$ cat config.mk
export PLATFORM = sky130hd
export DESIGN_NAME = ps2_keyboard_rx
export DESIGN_NICKNAME = d
export VERILOG_FILES = /design/src/rtl/ps2_keyboard_rx.sv
export SDC_FILE = /design/constraint.sdc
export NUM_CORES = 1
export LEC_CHECK = 0
export CORE_AREA = 2 2 100 102
export CTS_CLUSTER_SIZE = 10
export DETAILED_ROUTE_END_ITERATION = 10
export DIE_AREA = 0 0 102 104
export GPL_TIMING_DRIVEN = 0
export PLACE_DENSITY = 0.51
export SYNTH_ARGS = -nofsm -noshare
export SYNTH_HDL_FRONTEND = slang
export SYNTH_SLANG_ARGS = --single-unit
$ cat constraint.sdc
create_clock -name clk -period 2.1 [get_ports clk]
set_clock_uncertainty 0.05 [all_clocks]
set_input_delay 0.42 -clock clk [delete_from_list [all_inputs] [get_ports clk]]
set_output_delay 0.42 -clock clk [all_outputs]
set_load 0.1 [all_outputs]
$ cat src/rtl/ps2_keyboard_rx.sv
// PS/2 keyboard receiver: turns arrow-key make/break codes into held key levels, exports last scancode.
// Latency: outputs registered, update the cycle after the filtered stop-bit fall (+2 sync +FILTER_LEN filter).
// Backpressure: none; device-to-host only, every good byte produces a one-cycle scancode_valid pulse.
//
// Ports: clk/reset (sync, active-high); ps2_clk/ps2_data async pins (idle high);
//        scancode/scancode_valid, parity_err/frame_err pulses, key_right/key_left/key_up levels.
module ps2_keyboard_rx #(
    parameter int FILTER_LEN     = 8,
    parameter int TIMEOUT_CYCLES = 200000
) (
    input  logic       clk,
    input  logic       reset,
    input  logic       ps2_clk,
    input  logic       ps2_data,
    output logic [7:0] scancode,
    output logic       scancode_valid,
    output logic       parity_err,
    output logic       frame_err,
    output logic       key_right,
    output logic       key_left,
    output logic       key_up
);
    localparam int FW = $clog2(FILTER_LEN + 1);
    localparam int TW = $clog2(TIMEOUT_CYCLES + 1);

    typedef enum logic [1:0] {IDLE, DATA, PARITY, STOP} state_t;

    // index 0 = ps2_clk, index 1 = ps2_data
    logic [1:0]    sync1, sync2, filt;
    logic [FW-1:0] fcnt [2];
    logic          clk_prev;
    logic          fall, din;

    state_t        state, state_nx;
    logic [2:0]    bit_cnt, bit_cnt_nx;
    logic [7:0]    shift, shift_nx;
    logic          par_bit, par_nx;
    logic [TW-1:0] tmo, tmo_nx;
    logic          byte_good, p_err, f_err;
    logic          ext, brk;

    // Synchronise both pins, then require FILTER_LEN consecutive differing
    // samples before the accepted level flips.
    always_ff @(posedge clk) begin
        if (reset) begin
            sync1    <= 2'b11;
            sync2    <= 2'b11;
            filt     <= 2'b11;
            fcnt[0]  <= '0;
            fcnt[1]  <= '0;
            clk_prev <= 1'b1;
        end else begin
            sync1    <= {ps2_data, ps2_clk};
            sync2    <= sync1;
            clk_prev <= filt[0];
            for (int i = 0; i < 2; i++) begin
                if (sync2[i] == filt[i]) begin
                    fcnt[i] <= '0;
                end else if (fcnt[i] == FW'(FILTER_LEN - 1)) begin
                    filt[i] <= sync2[i];
                    fcnt[i] <= '0;
                end else begin
                    fcnt[i] <= fcnt[i] + 1'b1;
                end
            end
        end
    end

    assign fall = clk_prev & ~filt[0];
    assign din  = filt[1];

    always_ff @(posedge clk) begin
        if (reset) begin
            state   <= IDLE;
            bit_cnt <= '0;
            shift   <= '0;
            par_bit <= 1'b0;
            tmo     <= '0;
        end else begin
            state   <= state_nx;
            bit_cnt <= bit_cnt_nx;
            shift   <= shift_nx;
            par_bit <= par_nx;
            tmo     <= tmo_nx;
        end
    end

    always_comb begin
        state_nx   = state;
        bit_cnt_nx = bit_cnt;
        shift_nx   = shift;
        par_nx     = par_bit;
        tmo_nx     = '0;
        byte_good  = 1'b0;
        p_err      = 1'b0;
        f_err      = 1'b0;

        if (!fall && state != IDLE) tmo_nx = tmo + 1'b1;

        case (state)
            IDLE: begin
                // A high start bit is noise; ignore it silently.
                if (fall && !din) begin
                    state_nx   = DATA;
                    bit_cnt_nx = '0;
                end
            end
            DATA: begin
                if (fall) begin
                    shift_nx = {din, shift[7:1]};
                    if (bit_cnt == 3'd7) state_nx = PARITY;
                    else                 bit_cnt_nx = bit_cnt + 3'd1;
                end
            end
            PARITY: begin
                if (fall) begin
                    par_nx   = din;
                    state_nx = STOP;
                end
            end
            STOP: begin
                if (fall) begin
                    state_nx = IDLE;
                    // Stop-bit error masks parity error.
                    if (!din)                 f_err     = 1'b1;
                    else if (^{shift, par_bit}) byte_good = 1'b1;
                    else                      p_err     = 1'b1;
                end
            end
            default: state_nx = IDLE;
        endcase

        // A fall in the same cycle restarts the timer, so it wins over expiry.
        if (!fall && state != IDLE && tmo == TW'(TIMEOUT_CYCLES - 1)) begin
            state_nx = IDLE;
            f_err    = 1'b1;
            tmo_nx   = '0;
        end
    end

    always_ff @(posedge clk) begin
        if (reset) begin
            scancode       <= '0;
            scancode_valid <= 1'b0;
            parity_err     <= 1'b0;
            frame_err      <= 1'b0;
            key_right      <= 1'b0;
            key_left       <= 1'b0;
            key_up         <= 1'b0;
            ext            <= 1'b0;
            brk            <= 1'b0;
        end else begin
            scancode_valid <= byte_good;
            parity_err     <= p_err;
            frame_err      <= f_err;
            if (p_err || f_err) begin
                ext <= 1'b0;
                brk <= 1'b0;
            end else if (byte_good) begin
                scancode <= shift;
                if (shift == 8'hE0) begin
                    ext <= 1'b1;
                end else if (shift == 8'hF0) begin
                    brk <= 1'b1;
                end else begin
                    // Only E0-prefixed arrows drive keys; keypad codes fall through.
                    if (ext) begin
                        case (shift)
                            8'h74:   key_right <= ~brk;
                            8'h6B:   key_left  <= ~brk;
                            8'h75:   key_up    <= ~brk;
                            default: ;
                        endcase
                    end
                    ext <= 1'b0;
                    brk <= 1'b0;
                end
            end
        end
    end
endmodule

* Yosys cells after proc, flatten, opt, wreduce, memory -nomap -nowiden *
Memories as Yosys holds them, arrays and structs flattened.
Index checks and enable logic that the tools add are counted.

storage, ports and cells
  register bits after elaboration = 55
  memory bits (writable) = 8
  output and inout port bits = 14
  logic and storage cells = 140
  memories kept = 1

memory list
  memory  depth  bits a word  read ports  clocked after memory_dff  wr ports  RTL line  source
  fcnt    2      4            2           0                         2         30        logic [FW-1:0] fcnt [2];

operators by class
  $add $sub $neg = 4
  equality and inequality tests = 21
  multiplexer cells = 55
  bitwise operators = 15
  reduce and logical (&&, ||, !) cells = 25

operators with widths
  kind                                                                   count
  1-bit two-way mux                                                      39
  8-bit by 7-bit equality test with 1-bit output, second input constant  3
  4-bit two-way mux                                                      6
  18-bit by 1-bit adder with 18-bit output, second input constant        1
  18-bit equality test, second input constant                            1
  6-bit AND reduction                                                    3
  8-bit equality test, second input constant                             2
  2-bit inequality test, second input constant                           7
  2-bit AND reduction                                                    7
  2-bit two-way mux                                                      5
  3-bit two-way mux                                                      3
  9-bit parity                                                           1
  4-bit by 1-bit adder with 4-bit output, second input constant          2
  4-bit by 3-bit equality test with 1-bit output, second input constant  2
  1-bit NOT                                                              8
  2-bit one-hot mux with 4 select lines                                  1
  1-bit OR                                                               6
  3-bit one-hot mux with 2 select lines                                  1
  5-bit AND reduction                                                    1
  2-bit equality test, second input constant                             2
  4-bit AND reduction                                                    1
  2-bit nonzero test                                                     2
  2-bit OR reduction                                                     2
  3-bit by 1-bit adder with 3-bit output, second input constant          1
  other kinds (9)                                                        13

* Longest topological paths before layout *
  depth after elaboration = 9
  gate-level depth with buffers = 8

* Worst setup path after synthesis *
No wires, ideal clock.

  path type = flip-flop to flip-flop
  from = register shift[0]
  to = register brk
  library setup time = 0.092 ns
  arrival time = 1.653 ns
  required time = 1.958 ns
  slack = 0.305 ns
  stages on the path, launching flop included = 7
  path through = dfxtp_1 -> buf_6 -> xor2_1 -> xnor3_2 -> xor2_2 -> a41oi_1 -> nor4_1

between the ends
  word-level cells in the longest chain between the ends = 7

ends and longest elaborated chain
  element                       RTL line  source
  start: declaration            36        logic [7:0] shift, shift_nx;
  start signal: assignment      82        shift <= shift_nx;
  9-bit parity                  126       else if (^{shift, par_bit}) byte_good = 1'b1;
  1-bit two-way mux             126
  1-bit two-way mux             125       if (!din) f_err = 1'b1;
  1-bit two-way mux             122       if (fall) begin
  1-bit two-way mux             100       case (state)
  1-bit logical OR              156       if (p_err || f_err) begin
  2-bit OR reduction (no line)  -
  end signal: assignment        151       brk <= 1'b0;
  end signal: assignment        158       brk <= 1'b0;
  end signal: assignment        164       brk <= 1'b1;
  end: declaration              40        logic ext, brk;

Parallel ways exist; a longest one is shown, timed or not.
A chain may end at the register's enable or synchronous reset.

* Final worst setup path *
  from = register key_up
  to = output key_up

RTL lines
  element                   RTL line  source
  start: declaration        21        output logic key_up
  start signal: assignment  171       8'h75: key_up <= ~brk;

No word-level cell between the ends.

==> out/qor.csv <==
stage,metric,value,unit
power,p_leak,1.30,nW
synthesis,ys.flop_type,dfxtp_1,
cts,htreeDepth,3,
worst_setup_path,cp.required,1.63,ns
worst_setup_path,cpMaxStageDelayCell,dlygate4sd2_1,
cts,cts_tree,yes,
die,start_util,29.5,%
synthesis,yosysWarnings,0,
synthesis,ys_seq_area_share,47.6,%
worst_setup_path,cp_top_family,buffers and inverters,
die,ioPinCount,18,
placement,numPortBuffers,17,
timing,max_slew_margin,36.2,%
placement,gp_congestion,0.757,
detailed_routing,avgRoutedWirePerCell,11.8,um
timing,holdWs,0.353,ns
detailed_routing,drt-total-wl,5520,um
timing,finalCriticalPeriod,2.01,ns
global_routing,globalRoute.totalOverflow,0,
placement,dp.cells,456,
worst_setup_path,worst-path-buf-inv,1,
cells_and_area,antenna_cells,0,
synthesis,synthArstFlopShare,0,%
die,coreArea,9550,um^2
worst_setup_path,critPathArrivalTime,1.54,ns
cts,post-cts-setup-buffers,0,
cts,cts_buffers,9,
die,dieArea,10600,um^2
power,powerDensity,715,nW/um^2
cts,clk_pin_slew,0.07,ns
synthesis,synth_cells,299,
timing,fmax,0.497,GHz
cells_and_area,final_cells,470,
die,std_cell_rows,36,
power,peakVddDrop,232,uV
detailed_routing,final_antenna_net_count,0,
detailed_routing,dr.pass1.iters,4,
detailed_routing,vias,2078,
timing,hold_violations,0,
global_routing,grt_pass1_wl,9410,um
synthesis,postSynthAreaPerCell,9.42,um^2
synthesis,syn_area,2820,um^2
worst_setup_path,critPathKind,flip-flop to primary output,
worst_setup_path,crit_path_max_incr_delay,0.86,ns
timing,tightest_slew,0.962,ns
worst_setup_path,path_cells,dlygate4sd2_1,
cts,cts.path.max_buffers,2,
global_routing,grt_pass1_vias,1970,
detailed_routing,avgViaCountPerCell,4.42,
timing,drv_slew,0,
global_routing,grt_max_degree,11,
cells_and_area,drive_above_1_share,11.0,%
die,die_h,104,um
flow_run,drv_cap,0,
global_routing,track_usage,11.3,%
worst_setup_path,worst-path-max-fanout,2,
min_path,hold_class,flip-flop to flip-flop,
global_routing,antenna_found_initial,0,
detailed_routing,drc,0,
worst_setup_path,cp-end-kind,primary output,
timing,fin_crit_sh,95.9,%
cells_and_area,n_fill_cell,993,
cts,clock_latency,0.34,ns
worst_setup_path,critPathLaunchType,flip-flop,
cells_and_area,area_growth,20.8,%
synthesis,yosysUniqueCellTypes,44,
cells_and_area,final_cell_mix,"dfxtp_1, nor2_1, nand3_1, a21oi_1, xor2_1",
cells_and_area,layout_commonest_cell,dfxtp_1,
synthesis,ys_seq_elements,63,
cts,postCtsHoldBufs,0,
placement,hpwl,3910,um
status,status,"complete, no violations",
cts,clock-root-buffer,clkbuf_8,
cells_and_area,final_nets,345,
synthesis,synth_edf_count,8,
cts,clock_sinks,63,
die,die_x,102,um
timing,finalSetupViolations,0,
detailed_routing,drt_iter0_markers,70,
## worst reg2reg max path: cells and delay by family, from the launching register on
| kind | cells | cell delay (ns) |
|---|---|---|
| flops | 1 | 0.38 |
| fa+ha+maj | 1 | 0.18 |
| buf+inv | 2 | 0.27 |
| mux | 1 | 0.27 |
| compound gates | 1 | 0.23 |
| simple gates | 3 | 0.51 |
## synthesized netlist by cell type, drive strengths merged (2+ instances only)
library cell	n	area share [%]
dfxtp	55	39
nor2	41	5.5
nand3	24	4.3
a21oi	17	3.0
xor2	17	5.6
nand2	15	2.0
xnor2	12	4.3
nor3	11	2.0
o21ai	10	1.8
clkbuf	9	1.2
ha	9	4.0
mux2i	9	3.2
edfxtp	8	8.5
buf	6	1.6
inv	6	0.80
nand4	6	1.3
nand2b	5	1.1
or2	5	1.1
and3	4	0.89
nor4	4	0.89
nand3b	3	0.80
nor2b	3	0.67
or3	3	0.67
a41oi	2	0.62
## metrics by stage
step | worst slack [ns] | setup TNS (ns) | utilization, % | area (um^2) | total power, W
after floorplan | 0.305 | 0 | - | 2840 | 0.00130
after detailed placement | -0.117 | -0.129 | 33.3 | 3180 | 0.00132
after global routing | -0.00175 | -0.00175 | 35.6 | 3400 | 0.00254
after global placement | -0.137 | -0.443 | 33.3 | 3180 | 0.00132
after CTS | 0.00614 | 0 | 35.5 | 3390 | 0.00247
final | 0.0865 | 0 | 35.6 | 3400 | 0.00243
## area by class of cell
type	count	area [um^2]	area share (%)
clock buffer	14	184	5.41
timing repair buffer	17	153	4.49
inverter	6	22.5	0.662
multi-input combinational	222	1430	41.9
tap	133	166	4.89
clock inverter	2	35.0	1.03
buffer	13	70.1	2.06
sequential	63	1350	39.5
## registers in the layout, summed over array words and instances (netlist names), 2 cells and up
name,flops
tmo,18
fcnt,8
scancode,8
shift,8
bit_cnt,3
filt,2
state,2
sync1,2
sync2,2
## repair_timing
action / 4_1_cts / 5_1_grt
pin swaps: 0 / 2
resized for setup: 15 / 6
setup endpoints to repair: 15 / 25
## path summary, 6_finish.rpt
check	start	end	slack, ns	cells after the start
max reg2reg	state[1]	bit_cnt[0]	0.16	8
min reg2reg	sync1[0]	sync2[0]	0.35	1
max	key_up	key_up	0.09	1
min	sync1[0]	sync2[0]	0.35	1
## kinds of logic after synthesis
family	Yosys count	share of synthesized area, %
DFF	63	47.6
xor gates and xnor gates	30	10.7
and+or+nand+nor	130	23.1
muxes	10	3.60
buffers and inverters	21	3.55
other	1	0.133
adders and majority gates	9	4.00
AOI/OAI and AO/OA	35	7.29
## routing by layer
metal  wire length [um]  global-route usage, %  part of all wire, %  up-vias
li1                   -                      -                    -     1094
met1               2800                   15.0                   51      953
met2               2450                   16.5                   44       23
met3                171                   3.63                  3.1        8
met4                100                   5.43                  1.8        0
met5                  0                      0                    0        -
## report_power, final
group | leakage, nW | total [W] | switching [W] | internal (W)
registers | 0.528 | 0.00124 | 0.00000755 | 0.00123
logic | 0.658 | 0.0000513 | 0.0000305 | 0.0000208
clock network | 0.112 | 0.00114 | 0.000459 | 0.000684
No activity file was read; power rests on OpenSTA's default activity.
